## config.mk

```make
export PLATFORM = sky130hd
export DESIGN_NAME = cnt_disp
export DESIGN_NICKNAME = d
export VERILOG_FILES = /design/src/rtl/cnt_disp.sv
export SDC_FILE = /design/constraint.sdc
export NUM_CORES = 1
export LEC_CHECK = 0
export ABC_CLOCK_PERIOD_IN_PS = 2500
export CAP_MARGIN = 20
export CORE_MARGIN = 5
export CORE_UTILIZATION = 45
export CTS_CLUSTER_DIAMETER = 60
export DETAILED_ROUTE_END_ITERATION = 12
export PLACE_DENSITY_LB_ADDON = 0.15
export SLEW_MARGIN = 25
export SYNTH_ARGS = -nofsm -noshare
export SYNTH_HDL_FRONTEND = slang
export SYNTH_SLANG_ARGS = --single-unit
```

## constraint.sdc

```tcl
create_clock -name clk -period 2.5 [get_ports clk]
set_clock_uncertainty 0.15 [all_clocks]
set_input_delay 0.5 -clock clk [delete_from_list [all_inputs] [get_ports clk]]
set_output_delay 0.5 -clock clk [all_outputs]
set_load 0.005 [all_outputs]
```

## src/rtl/cnt_disp.sv

```systemverilog
// Binary count to 4-digit BCD (serial double-dabble) with a multiplexed 7-segment scan.
// Optional leading-zero blanking is enabled by defining LEADING_ZERO_BLANK_EN.
module cnt_disp #(
    parameter int unsigned SCAN_DIV = 4
) (
    input  logic        clk,
    input  logic        rst,
    input  logic        in_val,
    input  logic [31:0] in_data,
    output logic        in_rdy,
    output logic [15:0] digits,
    output logic        ovf,
    output logic        valid_o,
    output logic [3:0]  an,
    output logic [6:0]  seg
);

    localparam int unsigned DIV_W = (SCAN_DIV > 1) ? $clog2(SCAN_DIV) : 1;
    localparam logic [DIV_W-1:0] DIV_LAST = DIV_W'(SCAN_DIV - 1);

    typedef enum logic [1:0] {
        IDLE = 2'd0,
        CONV = 2'd1,
        DONE = 2'd2
    } state_t;

    state_t           state_q, state_d;
    logic [13:0]      bin_q, bin_d;
    logic [15:0]      bcd_q, bcd_d;
    logic [3:0]       step_q, step_d;
    logic             povf_q, povf_d;
    logic [15:0]      digits_q, digits_d;
    logic             ovf_q, ovf_d;
    logic             valid_q, valid_d;
    logic [DIV_W-1:0] div_q, div_d;
    logic [1:0]       idx_q, idx_d;
    logic [15:0]      adj_s;
    logic [3:0]       nib_s;

    // Add 3 to every nibble that is 5 or more, ahead of the doubling shift.
    function automatic logic [15:0] bcd_adjust(input logic [15:0] b);
        logic [15:0] r;
        r = b;
        for (int i = 0; i < 4; i++) begin
            if (b[i*4 +: 4] >= 4'd5) begin
                r[i*4 +: 4] = b[i*4 +: 4] + 4'd3;
            end else begin
                r[i*4 +: 4] = b[i*4 +: 4];
            end
        end
        return r;
    endfunction

    function automatic logic [6:0] seg_decode(input logic [3:0] n);
        logic [6:0] s;
        case (n)
            4'd0:    s = 7'b0111111;
            4'd1:    s = 7'b0000110;
            4'd2:    s = 7'b1011011;
            4'd3:    s = 7'b1001111;
            4'd4:    s = 7'b1100110;
            4'd5:    s = 7'b1101101;
            4'd6:    s = 7'b1111101;
            4'd7:    s = 7'b0000111;
            4'd8:    s = 7'b1111111;
            4'd9:    s = 7'b1101111;
            default: s = 7'b0000000;
        endcase
        return s;
    endfunction

    // Conversion FSM: accept, 14 shift-add-3 steps, then publish the result.
    always_comb begin
        state_d  = state_q;
        bin_d    = bin_q;
        bcd_d    = bcd_q;
        step_d   = step_q;
        povf_d   = povf_q;
        digits_d = digits_q;
        ovf_d    = ovf_q;
        valid_d  = 1'b0;
        adj_s    = bcd_adjust(bcd_q);
        case (state_q)
            IDLE: begin
                if (in_val) begin
                    bin_d   = (in_data > 32'd9999) ? 14'd9999 : in_data[13:0];
                    povf_d  = (in_data > 32'd9999);
                    bcd_d   = 16'd0;
                    step_d  = 4'd0;
                    state_d = CONV;
                end else begin
                    state_d = IDLE;
                end
            end
            CONV: begin
                {bcd_d, bin_d} = {adj_s, bin_q} << 1;
                step_d = step_q + 4'd1;
                if (step_q == 4'd13) begin
                    state_d = DONE;
                end else begin
                    state_d = CONV;
                end
            end
            DONE: begin
                digits_d = bcd_q;
                ovf_d    = povf_q;
                valid_d  = 1'b1;
                state_d  = IDLE;
            end
            default: begin
                state_d = IDLE;
            end
        endcase
    end

    // Free-running scan divider; never looks at the FSM.
    always_comb begin
        div_d = div_q + DIV_W'(1);
        idx_d = idx_q;
        if (div_q == DIV_LAST) begin
            div_d = {DIV_W{1'b0}};
            idx_d = idx_q + 2'd1;
        end else begin
            idx_d = idx_q;
        end
    end

    // State registers for conversion, result and scan.
    always_ff @(posedge clk or posedge rst) begin
        if (rst) begin
            state_q  <= IDLE;
            bin_q    <= 14'd0;
            bcd_q    <= 16'd0;
            step_q   <= 4'd0;
            povf_q   <= 1'b0;
            digits_q <= 16'd0;
            ovf_q    <= 1'b0;
            valid_q  <= 1'b0;
            div_q    <= {DIV_W{1'b0}};
            idx_q    <= 2'd0;
        end else begin
            state_q  <= state_d;
            bin_q    <= bin_d;
            bcd_q    <= bcd_d;
            step_q   <= step_d;
            povf_q   <= povf_d;
            digits_q <= digits_d;
            ovf_q    <= ovf_d;
            valid_q  <= valid_d;
            div_q    <= div_d;
            idx_q    <= idx_d;
        end
    end

    // Digit select and segment decode straight from registered state.
    always_comb begin
        nib_s = digits_q[idx_q*4 +: 4];
        an    = 4'b0001 << idx_q;
`ifdef LEADING_ZERO_BLANK_EN
        if ((idx_q == 2'd3 && digits_q[15:12] == 4'd0) ||
            (idx_q == 2'd2 && digits_q[15:8] == 8'd0) ||
            (idx_q == 2'd1 && digits_q[15:4] == 12'd0)) begin
            seg = 7'b0000000;
        end else begin
            seg = seg_decode(nib_s);
        end
`else
        seg = seg_decode(nib_s);
`endif
    end

    assign in_rdy  = (state_q == IDLE);
    assign digits  = digits_q;
    assign ovf     = ovf_q;
    assign valid_o = valid_q;

endmodule

```

Yosys cells after proc, flatten, opt, wreduce, memory -nomap -nowiden --
Memories as Yosys holds them, arrays and structs flattened. Cells that the tools add are included.
Word-level totals: ROM bits 112, memories kept 1, bits in registers 59
Memories:
- (name not given) | depth 16, bits a word 7, rd ports 1, clocked after Yosys merged registers in 0, wr ports 0, line 56 | case (n)
Cells by class: magnitude comparators 5, multiplexer cells 16, eq/ne operators 5, add/subtract/negate cells 7, reductions and logical operators 4, shifts and indexed selects 2
Operators by type and width (number):
- 32-bit by 14-bit > comparator with 1-bit output, second input constant | 1
- 16-bit one-hot mux with 2 select lines | 1
- 14-bit two-way mux | 2
- 14-bit one-hot mux with 2 select lines | 1
- 4-bit by 3-bit greater-or-equal comparator with 1-bit output, second input constant | 4
- 16-bit two-way mux | 1
- 4-bit two-way mux | 4
- 16-bit by 5-bit variable part select with 4-bit output | 1
- 4-bit by 2-bit adder with 4-bit output, second input constant | 3
- 4-bit one-hot mux with 2 select lines | 1
- 2-bit by 1-bit adder with 2-bit output, second input constant | 2
- 4-bit by 1-bit adder with 4-bit output, second input constant | 1
- 2-bit equality test, second input constant | 2
- 4-bit equality test, second input constant | 1
- 2-bit two-way mux | 2
- 2-bit one-hot mux with 2 select lines | 1
- 2-bit AND reduction | 2
- 1-bit by 2-bit left shift with 4-bit output, first input constant | 1
- 3-bit by 2-bit adder with 3-bit output, second input constant | 1
- 3-bit two-way mux | 1
- 2-bit by 1-bit equality test with 1-bit output, second input constant | 1
- 2-bit logical NOT | 1
- 1-bit two-way mux | 2
- 2-bit != test, second input constant | 1
- 2-bit nonzero test | 1

Depth between registers and ports, before layout --
Gate-level depths: netlist (run 1).
depth in word-level cells 4, mapped depth 7, depth with buffers taken out 6

Worst setup path after synthesis (run 1) --
OpenSTA, ideal clock, no wires.
path type register to output, start reg idx_q[0], end out seg[1], stages on the path, launching flop included 6, setup slack 182 ps, buffers on the path 1, data arrival time 1668 ps, cells stage by stage dfrtp_1 -> buf_6 -> mux4_1 -> inv_1 -> ha_1 -> o21ai_0
On the way: word-level cells in the longest chain between the ends 2
Ends and longest elaborated chain:
- start: declaration | line 36 | logic [1:0] idx_q, idx_d;
- start signal: assignment | line 151 | idx_q <= idx_d;
- 16-bit by 5-bit variable part select with 4-bit output | line 157 | nib_s = digits_q[idx_q*4 +: 4];
- memory read 16 x 7 bit
- end: declaration | line 15 | output logic [6:0] seg
Every way passes these cells.

Final worst setup path (run 1) --
start reg idx_q[0], end out seg[3]
Same word-level chain as after synthesis.

==> reports/qor.yml, run 1 <==
rows: 30
outcome: "finished, violations left"
ios: 65
die_x_um: 92.74
tns_ps: -999.7
violations: "negative setup slack"
synthSimpleGateAreaFrac_pct: 9.220
layout-drive-gt1-share_pct: 26.74
grt_pass1_wl_um: 11470
drt-vias-per-instance: 5.346
synthFlopType: "dfrtp_1"
power.density_nw_per_um2: 1128
cts_buffers: 9
antennaDiodeCount: 0
start_kind: "flop"
cap_violations: 0
drt_iter0_markers: 85
fin_nets: 426
finalSetupViolations: 7
syn-cell-area_um2: 3080
crit_path_end_kind: "output pin"
antenna_found_initial: 0
cts-root-buf: "clkbuf_8"
combinationalPowerShare_pct: 50.3
core_area_um2: 6719
yosys_warnings: 0
clkSlewWorstSetupHoldPaths_ps: 60
p_int_mw: 3.070
area_growth_pct: 37.86
worstReg2RegStart: "bcd_q[0]"
vias: 2427
yosysSeqAreaShare_pct: 47.93
min_period_ps: 2667
cts.sinks: 59
gp_congestion: 0.8375
slew_violations: 0
grt_pass1_vias: 2426
post-dp-hpwl_um: 4997
first_pass_iters: 4
yosysTopAreaCell: "dfrtp_1"
dp_slack_ps: -237.1
clock_path_buffers: 2
synthMuxAreaShare_pct: 10.64
worstHoldStart: "div_q[0]"
switchingPower_mw: 1.722
min-delay-path-class: "flop to flop"
setup_slack_ps: -167.1
portBuffers: 64
nFillCells: 561
synth.top_cell.area_share_pct: 47.93
synthAdderAreaFrac_pct: 8.530
grt_setup_unrepaired: "true"
rr_endpoint: "bcd_q[2]"
syn_nets: 330
regToRegSetupSlack_ps: 640
hold_violations: 0
final_antenna_net_count: 0
avgSynthCellArea_um2: 11.24
min_to: "div_q[0]"
cts_tree: "built"
start_util_pct: 45.85
htree_levels: 3
postSynth.asyncResetShare_pct: 100.0
grt-ovfl-total: 0
die_h_um: 92.74
synth_compound_area_share_pct: 16.45
ys_types: 50
track_usage_pct: 16.85
crit_type: "flop to output pin"
power_leakage_nw: 1.903
fmax_mhz: 374.9
period_share_pct: 106.7
power.share.switching_pct: 35.93
crit_fanout: 3
synth-edff-count: 0
cp.arrival_ps: 2020
required_ps: 1850
synth_top_family_by_area: "compound AO/OA/AOI/OAI gates"
wl_per_cell_um: 14.91
finalWirelength_um: 6769
hold_buffers: 0
whs_path_depth: 1
r2r_cells: 6
max_slew_margin_pct: 39.59
peakVddDrop_mv: 0.4092
tightest_slew_ps: 906.2
clkPwrFrac_pct: 15.0
drcViolationCount: 0
synth_seq_cells: 59
clk_latency_ps: 330
grt_max_degree: 60
seq_power_share_pct: 34.7
synth_area_leaders: "dfrtp_1 48%, ha_1 8.5%, mux2_2 6.9%, inv_1 3.2%, o21ai_0 2.6%"
dieArea_um2: 8600
synth_xor_area_share_pct: 2.275
syn_inst: 274
synthesized netlist by cell type (2+ instances only):
| cell | instances |
|---|---|
| nor2b_1 | 2 |
| o21ai_2 | 2 |
| xor2_1 | 3 |
| nor4_1 | 5 |
| xnor2_1 | 5 |
| a22oi_1 | 4 |
| mux2_2 | 19 |
| nand4_1 | 2 |
| dfrtp_1 | 59 |
| inv_1 | 26 |
| a22o_1 | 4 |
| a21oi_1 | 9 |
| o21ai_0 | 16 |
| nand2_1 | 9 |
| nor2_1 | 15 |
| a32o_1 | 4 |
| and2_1 | 2 |
| nand2b_1 | 6 |
| o22ai_1 | 11 |
| mux2i_1 | 2 |
| a31o_2 | 2 |
| o32ai_1 | 2 |
| o31ai_1 | 5 |
| clkbuf_1 | 5 |
| nand3_1 | 4 |
| buf_2 | 4 |
| ha_1 | 21 |
| a211oi_1 | 2 |
| mux4_2 | 3 |
per-layer routing:
layer	GRT usage, %	routed length (um)	up-vias
li1	-	-	1182
met1	20.72	2946	1164
met2	27.92	3286	68
met3	3.818	391	13
met4	8.181	144	0
met5	0	0	-
how the worst max path moves through the flow:
| stage | start | slack, ps | to |
|---|---|---|---|
| detailed placement | idx_q[0] | -240 | seg[1] |
| global route | idx_q[0] | -230 | seg[5] |
| floorplan | idx_q[0] | 180 | seg[1] |
| finish | idx_q[0] | -170 | seg[3] |
| global placement | idx_q[0] | -200 | seg[1] |
| CTS | idx_q[0] | -220 | seg[5] |
power by group through the flow:
| stage | registers [mW] | clock network [mW] | logic [mW] |
|---|---|---|---|
| final | 1.66 | 0.717 | 2.41 |
| after global routing | 1.72 | 0.787 | 2.68 |
| after CTS | 1.67 | 0.743 | 2.34 |
| after detailed placement | 1.68 | 0 | 2.30 |
| after global placement | 1.67 | 0 | 2.25 |
| after floorplan | 1.60 | 0 | 1.38 |
what timing repair did:
item / CTS / global route
gates resized for setup: 48 / 11
buffers inserted: 8 / 2
pin swaps: 5 / 3
setup endpoints to repair: 7 / 8
endpoints found under the hold margin: 0 / 0
placed cells by master, fill, tap and decap left out, types with 5 or more instances in the layout:
cell              n
a21oi_1           9
buf_2             7
buf_4            20
buf_6            10
clkbuf_8         10
clkdlybuf4s50_1  57
dfrtp_1          58
ha_1             18
inv_1            22
mux2_2           19
nand2_1           9
nand2b_1          6
nor2_1           14
nor4_1            5
o21ai_0          15
o22ai_1           9
o31ai_1           5
xnor2_1           5
flip-flops by register name (all words and copies together), names as in the netlist:
register	count
ovf	1
bin_q	14
povf_q	1
digits	16
div_q	2
step_q	4
idx_q	2
state_q	2
bcd_q	16
valid_o	1
stage by stage:
step                util, %  area [um^2]  total power [mW]  hold WS [ps]  std cells
global route          63.20         4247             5.195         333.5        454
detailed placement    58.77         3949             3.984         278.0        430
finish                63.20         4247             4.792         286.2        454
CTS                   62.50         4199             4.753         288.3        453
global placement      58.77         3949             3.918         264.9        430
floorplan                 -         3080             2.982         253.1        274
final cells by class:
cell class,count,area [um^2],area share [%]
well taps,80,100.1,2.357
repair buffers,95,888.4,20.92
clock buffers,12,145.1,3.418
multi-input cells,178,1511,35.59
flip-flops and latches,59,1478,34.80
clock inverters,3,15.01,0.3536
inverters,27,108.9,2.563
cell families (layout without fill, tap and decap cells):
family	count (synthesis)	count (layout)
AO/OA/AOI/OAI	70	70
XOR/XNOR	8	8
adder cells (fa/ha/maj)	21	21
buffers and inverters	37	137
flip-flops	59	59
multiplexers	25	25
AND/OR/NAND/NOR	54	54
worst max-delay path, cell delays in order (launching register included):
cell      delay (ps)
dfrtp_2          410
buf_6            110
mux4_2           520
buf_6            150
ha_4             150
nor2_4            90
o21bai_4          80
o21ai_2           50
buf_2            120
(Power assumes the default switching activity.)
==> run 2: changes to the inputs <==
--- a/config.mk
+++ b/config.mk
@@ -11,7 +11,7 @@
 export CORE_UTILIZATION = 45
 export CTS_CLUSTER_DIAMETER = 60
 export DETAILED_ROUTE_END_ITERATION = 12
-export PLACE_DENSITY_LB_ADDON = 0.15
+export PLACE_DENSITY = 0.82
 export SLEW_MARGIN = 25
 export SYNTH_ARGS = -nofsm -noshare
 export SYNTH_HDL_FRONTEND = slang
==> reports/qor.yml, run 2 (synthesis gave the netlist of run 1 again) <==
rows: 30  # unchanged
seq_power_share_pct: 32.4  # -2.3 points
grt-ovfl-total: 0  # unchanged
switchingPower_mw: 1.856  # +7.8%
clock_path_buffers: 2  # unchanged
drt_iter0_markers: 79  # -7.1%
max_slew_margin_pct: 38.63  # -0.96 points
finalWirelength_um: 7350  # +8.6%
ios: 65  # unchanged
finalSetupViolations: 7  # unchanged
dp_slack_ps: -302.0  # -64.85 ps
crit_path_end_kind: "output pin"
antenna_found_initial: 0  # unchanged
p_int_mw: 3.271  # +6.6%
final_cells: 457  # +0.66%
drcViolationCount: 0  # unchanged
crit_type: "flop to output pin"
tns_ps: -1167  # -167.6 ps
fmax_mhz: 371.5  # -0.92%
cpPeakStageDelay_ps: 580  # +60 ps
fin_nets: 428  # +0.47%
final_area_um2: 4347  # +2.4%
vias: 2521  # +3.9%
final_antenna_net_count: 0  # unchanged
layout_common_cells: "58 x dfrtp_1, 57 x clkdlybuf4s50_1, 25 x buf_4"
cts.sinks: 59  # unchanged
layout-drive-gt1-share_pct: 29.97  # +3.2 points
drt-vias-per-instance: 5.516  # +3.2%
tightest_slew_ps: 920.5  # +14.36 ps
cp_top_family: "multiplexers"
fin_util_pct: 64.69  # +1.5 points
gp_congestion: 0.8043  # -4.0%
die_h_um: 92.74  # unchanged
crit_buf_inv: 3  # unchanged
area_growth_pct: 41.10
combinationalPowerShare_pct: 50.1  # -0.2 points
start_kind: "flop"
post-dp-hpwl_um: 5304  # +6.2%
first_pass_iters: 4  # unchanged
placed_cells: 432  # +0.47%
slew_violations: 0  # unchanged
crit_chain: "mux4_2, buf_6, buf_4, xnor2_2, o22ai_2, buf_2"
grt_max_degree: 26  # -57%
dieArea_um2: 8600  # unchanged
required_ps: 1850  # about the same
min-delay-path-class: "flop to flop"
finalPower_mw: 5.127  # +7.0%
power.density_nw_per_um2: 1180  # +4.5%
power.share.switching_pct: 36.20  # +0.26 points
clk_latency_ps: 340  # about the same
crit_fanout: 5  # +2
start_util_pct: 45.85  # unchanged
final_common_cell: "dfrtp_1"
cap_violations: 0  # unchanged
clkPwrFrac_pct: 17.5  # +2.5 points
cts-root-buf: "clkbuf_8"
cp_slowest_cell: "mux4_2"
antennaDiodeCount: 0  # unchanged
peakVddDrop_mv: 0.4674  # +14%
core_area_um2: 6719  # unchanged
clkSlewWorstSetupHoldPaths_ps: 60  # about the same
grt_pass1_wl_um: 12100  # +5.5%
setup_slack_ps: -191.7  # -24.66 ps
wl_per_cell_um: 16.08  # +7.9%
outcome: "finished, violations left"
cp.arrival_ps: 2040  # +20 ps
placed_area_um2: 3964  # +0.38%
power_leakage_nw: 1.935  # +1.7%
holdWs_ps: 278.5  # -7.773 ps
period_share_pct: 107.7  # +0.99 points
portBuffers: 64  # unchanged
track_usage_pct: 17.71  # +0.87 points
die_x_um: 92.74  # unchanged
cts_tree: "built"
min_period_ps: 2692  # +24.66 ps
grt_pass1_vias: 2667  # +9.9%
htree_levels: 3  # unchanged
violations: "negative setup slack"
grt_setup_unrepaired: "true"
cts_buffers: 9  # unchanged
hold_violations: 0  # unchanged
run 2: path summary, 6_finish.rpt:
check,start,endpoint,slack [ps],cells after the start
setup / recovery,idx_q[0],seg[6],-190,6
hold / removal,div_q[0],div_q[0],280,1
setup reg to reg,bcd_q[0],bcd_q[2],610,6
hold reg to reg,div_q[0],div_q[0],280,1
max in group asynchronous,rst,bcd_q[12],1270,3
min in group asynchronous,rst,step_q[0],370,2
run 2: worst reg2reg max path, delay by kind of cell, from the launching register on:
kind	cells	cell delay (ps)
AO/OA/AOI/OAI	2	440
adder cells (fa/ha/maj)	1	210
buffers and inverters	1	140
flip-flops	1	420
multiplexers	1	370
AND/OR/NAND/NOR	1	70
run 2: layout make-up:
cell class,instances,area (um^2)
Multi-Input combinational cell,178,1553
Inverter,27,111.4
Fill cell,514,2372
Clock buffer,12,165.2
Timing Repair Buffer,97,892.1
Sequential cell,59,1478
Clock inverter,4,47.55
Tap cell,80,100.1
run 2: what timing repair did:
action,in CTS,in global routing
gates cloned,0,0
pin swaps,9,2
hold buffers,0,0
endpoints found under the setup margin,7,7
setup buffers,8,1
gates resized for setup,57,8
run 2: power groups by stage:
stage,sequential (mW),combinational (mW),clock [mW]
final,1.66,2.57,0.899
after floorplan,1.60,1.38,0
after global routing,1.72,2.81,0.957
after global placement,1.65,2.24,0
after CTS,1.66,2.47,0.919
after detailed placement,1.67,2.35,0
run 2: metal layers:
metal  vias up  GRT usage, %  part of all wire (%)
li1       1188             -                     -
met1      1213         20.90                    42
met2        98         30.33                    50
met3        22         4.468                   5.3
met4         0         8.059                   2.7
met5         -             0                     0
==> run 3: changes to the inputs <==
--- a/config.mk
+++ b/config.mk
@@ -11,6 +11,7 @@
 export CORE_UTILIZATION = 45
 export CTS_CLUSTER_DIAMETER = 60
 export DETAILED_ROUTE_END_ITERATION = 12
+export MAX_ROUTING_LAYER = met4
 export PLACE_DENSITY = 0.82
 export SLEW_MARGIN = 25
 export SYNTH_ARGS = -nofsm -noshare
==> reports/qor.yml, run 3 (synthesis gave the netlist of run 1 again) <==
min-delay-path-class: "flop to flop"
required_ps: 1850  # about the same
hold_violations: 0  # unchanged
htree_levels: 3  # unchanged
final_antenna_net_count: 0  # unchanged
violations: "negative setup slack"
core_area_um2: 6719  # unchanged
clkSlewWorstSetupHoldPaths_ps: 70  # about the same
die_x_um: 92.74  # unchanged
crit_type: "flop to output pin"
start_kind: "flop"
placed_area_um2: 3964  # unchanged
final_common_cell: "dfrtp_1"
clock_path_buffers: 2  # unchanged
max_slew_margin_pct: 38.52  # -0.12 points
ios: 65  # unchanged
slew_violations: 0  # unchanged
power_leakage_nw: 1.935  # unchanged
hold_buffers: 0  # unchanged
antenna_found_initial: 0  # unchanged
drt-vias-per-instance: 5.438  # -1.4%
grt_max_degree: 26  # unchanged
tightest_slew_ps: 922.2  # +1.730 ps
cp.arrival_ps: 2040  # about the same
grt_pass1_vias: 2665  # -0.075%
outcome: "finished, violations left"
die_h_um: 92.74  # unchanged
grt-ovfl-total: 0  # unchanged
finalSetupViolations: 7  # unchanged
gp_congestion: 0.8159  # +1.4%
fin_nets: 428  # unchanged
period_share_pct: 107.5  # -0.20 points
cts_tree: "built"
power.density_nw_per_um2: 1179  # about the same
grt_pass1_wl_um: 12100  # unchanged
cts_buffers: 9  # unchanged
cts-root-buf: "clkbuf_8"
portBuffers: 64  # unchanged
first_pass_iters: 4  # unchanged
drcViolationCount: 0  # unchanged
wl_per_cell_um: 16.07  # about the same
crit_path_end_kind: "output pin"
setup_slack_ps: -186.7  # +5.048 ps
crit_fanout: 5  # unchanged
cts.sinks: 59  # unchanged
area_growth_pct: 41.10  # unchanged
drt_iter0_markers: 105  # +33%
antennaDiodeCount: 0  # unchanged
track_usage_pct: 18.22  # +0.51 points
layout-drive-gt1-share_pct: 29.97  # unchanged
grt_setup_unrepaired: "true"
peakVddDrop_mv: 0.4657  # -0.37%
rows: 30  # unchanged
post-dp-hpwl_um: 5304  # unchanged
layout_common_cells: "58 x dfrtp_1, 57 x clkdlybuf4s50_1, 25 x buf_4"
tns_ps: -1146  # +20.93 ps
finalWirelength_um: 7343  # about the same
clk_latency_ps: 340  # about the same
fmax_mhz: 372.2  # +0.19%
vias: 2485  # -1.4%
dieArea_um2: 8600  # unchanged
cap_violations: 0  # unchanged
start_util_pct: 45.85  # unchanged
nFillCells: 514  # unchanged
final_area_um2: 4347  # unchanged
min_period_ps: 2687  # -5.048 ps
-- run 3: cell counts in the layout (fill, tap and decap cells not counted) --
Identical to the previous run, type by type.
-- run 3: layout make-up --
cell class | count | area [um^2] | area share (%)
timing repair buffer | 97 | 892.1 | 20.52
tap | 80 | 100.1 | 2.303
multi-input combinational | 178 | 1553 | 35.72
inverter | 27 | 111.4 | 2.562
sequential | 59 | 1478 | 34.00
clock inverter | 4 | 47.55 | 1.094
clock buffer | 12 | 165.2 | 3.800
-- run 3: stage by stage --
step | power [mW] | worst slack (ps) | cells | utilization [%] | hold slack [ps]
2_1_floorplan | 2.982 | 181.7 | 274 | - | 253.1
3_3_place_gp | 3.892 | -214.0 | 432 | 58.99 | 264.8
3_5_place_dp | 4.017 | -302.0 | 432 | 58.99 | 272.3
4_1_cts | 5.046 | -187.6 | 456 | 64.25 | 280.7
5_1_grt | 5.488 | -236.8 | 457 | 64.69 | 287.2
6_report | 5.126 | -186.7 | 457 | 64.69 | 279.0
-- run 3: final timing paths --
kind / start / to / slack, ps / cells past startpoint
setup / recovery: idx_q[0] / seg[6] / -190 / 6
hold / removal: div_q[0] / div_q[0] / 280 / 1
setup reg to reg: bcd_q[0] / bcd_q[2] / 610 / 6
hold reg to reg: div_q[0] / div_q[0] / 280 / 1
max in group asynchronous: rst / bcd_q[12] / 1260 / 3
min in group asynchronous: rst / step_q[3] / 380 / 2
-- run 3: timing repair --
| item | 4_1_cts | 5_1_grt |
|---|---|---|
| setup buffers | 8 | 1 |
| endpoints found under the setup margin | 7 | 7 |
| pin swaps | 9 | 2 |
| gates resized for setup | 57 | 8 |
-- run 3: worst max-delay path, stage by stage (launching register included) --
cell and delay (ps):
dfrtp_2 410, mux4_2 580, buf_6 170, buf_4 140
xnor2_2 170, o22ai_2 100, buf_2 130
-- run 3: routing by layer --
| layer | GRT usage [%] | vias up | part of all wire, % |
|---|---|---|---|
| met5 | - | - | 0 |
| met1 | 21.37 | 1189 | 44 |
| met2 | 30.15 | 88 | 49 |
| met3 | 2.843 | 19 | 4.6 |
| li1 | - | 1189 | - |
| met4 | 9.890 | 0 | 2.4 |
-- run 3: power breakdown --
group / internal [mW] / switching (mW) / total [mW]
clock network: 0.538 / 0.361 / 0.899
logic: 1.38 / 1.19 / 2.57
registers: 1.36 / 0.305 / 1.66
total: 3.27 / 1.85 / 5.13
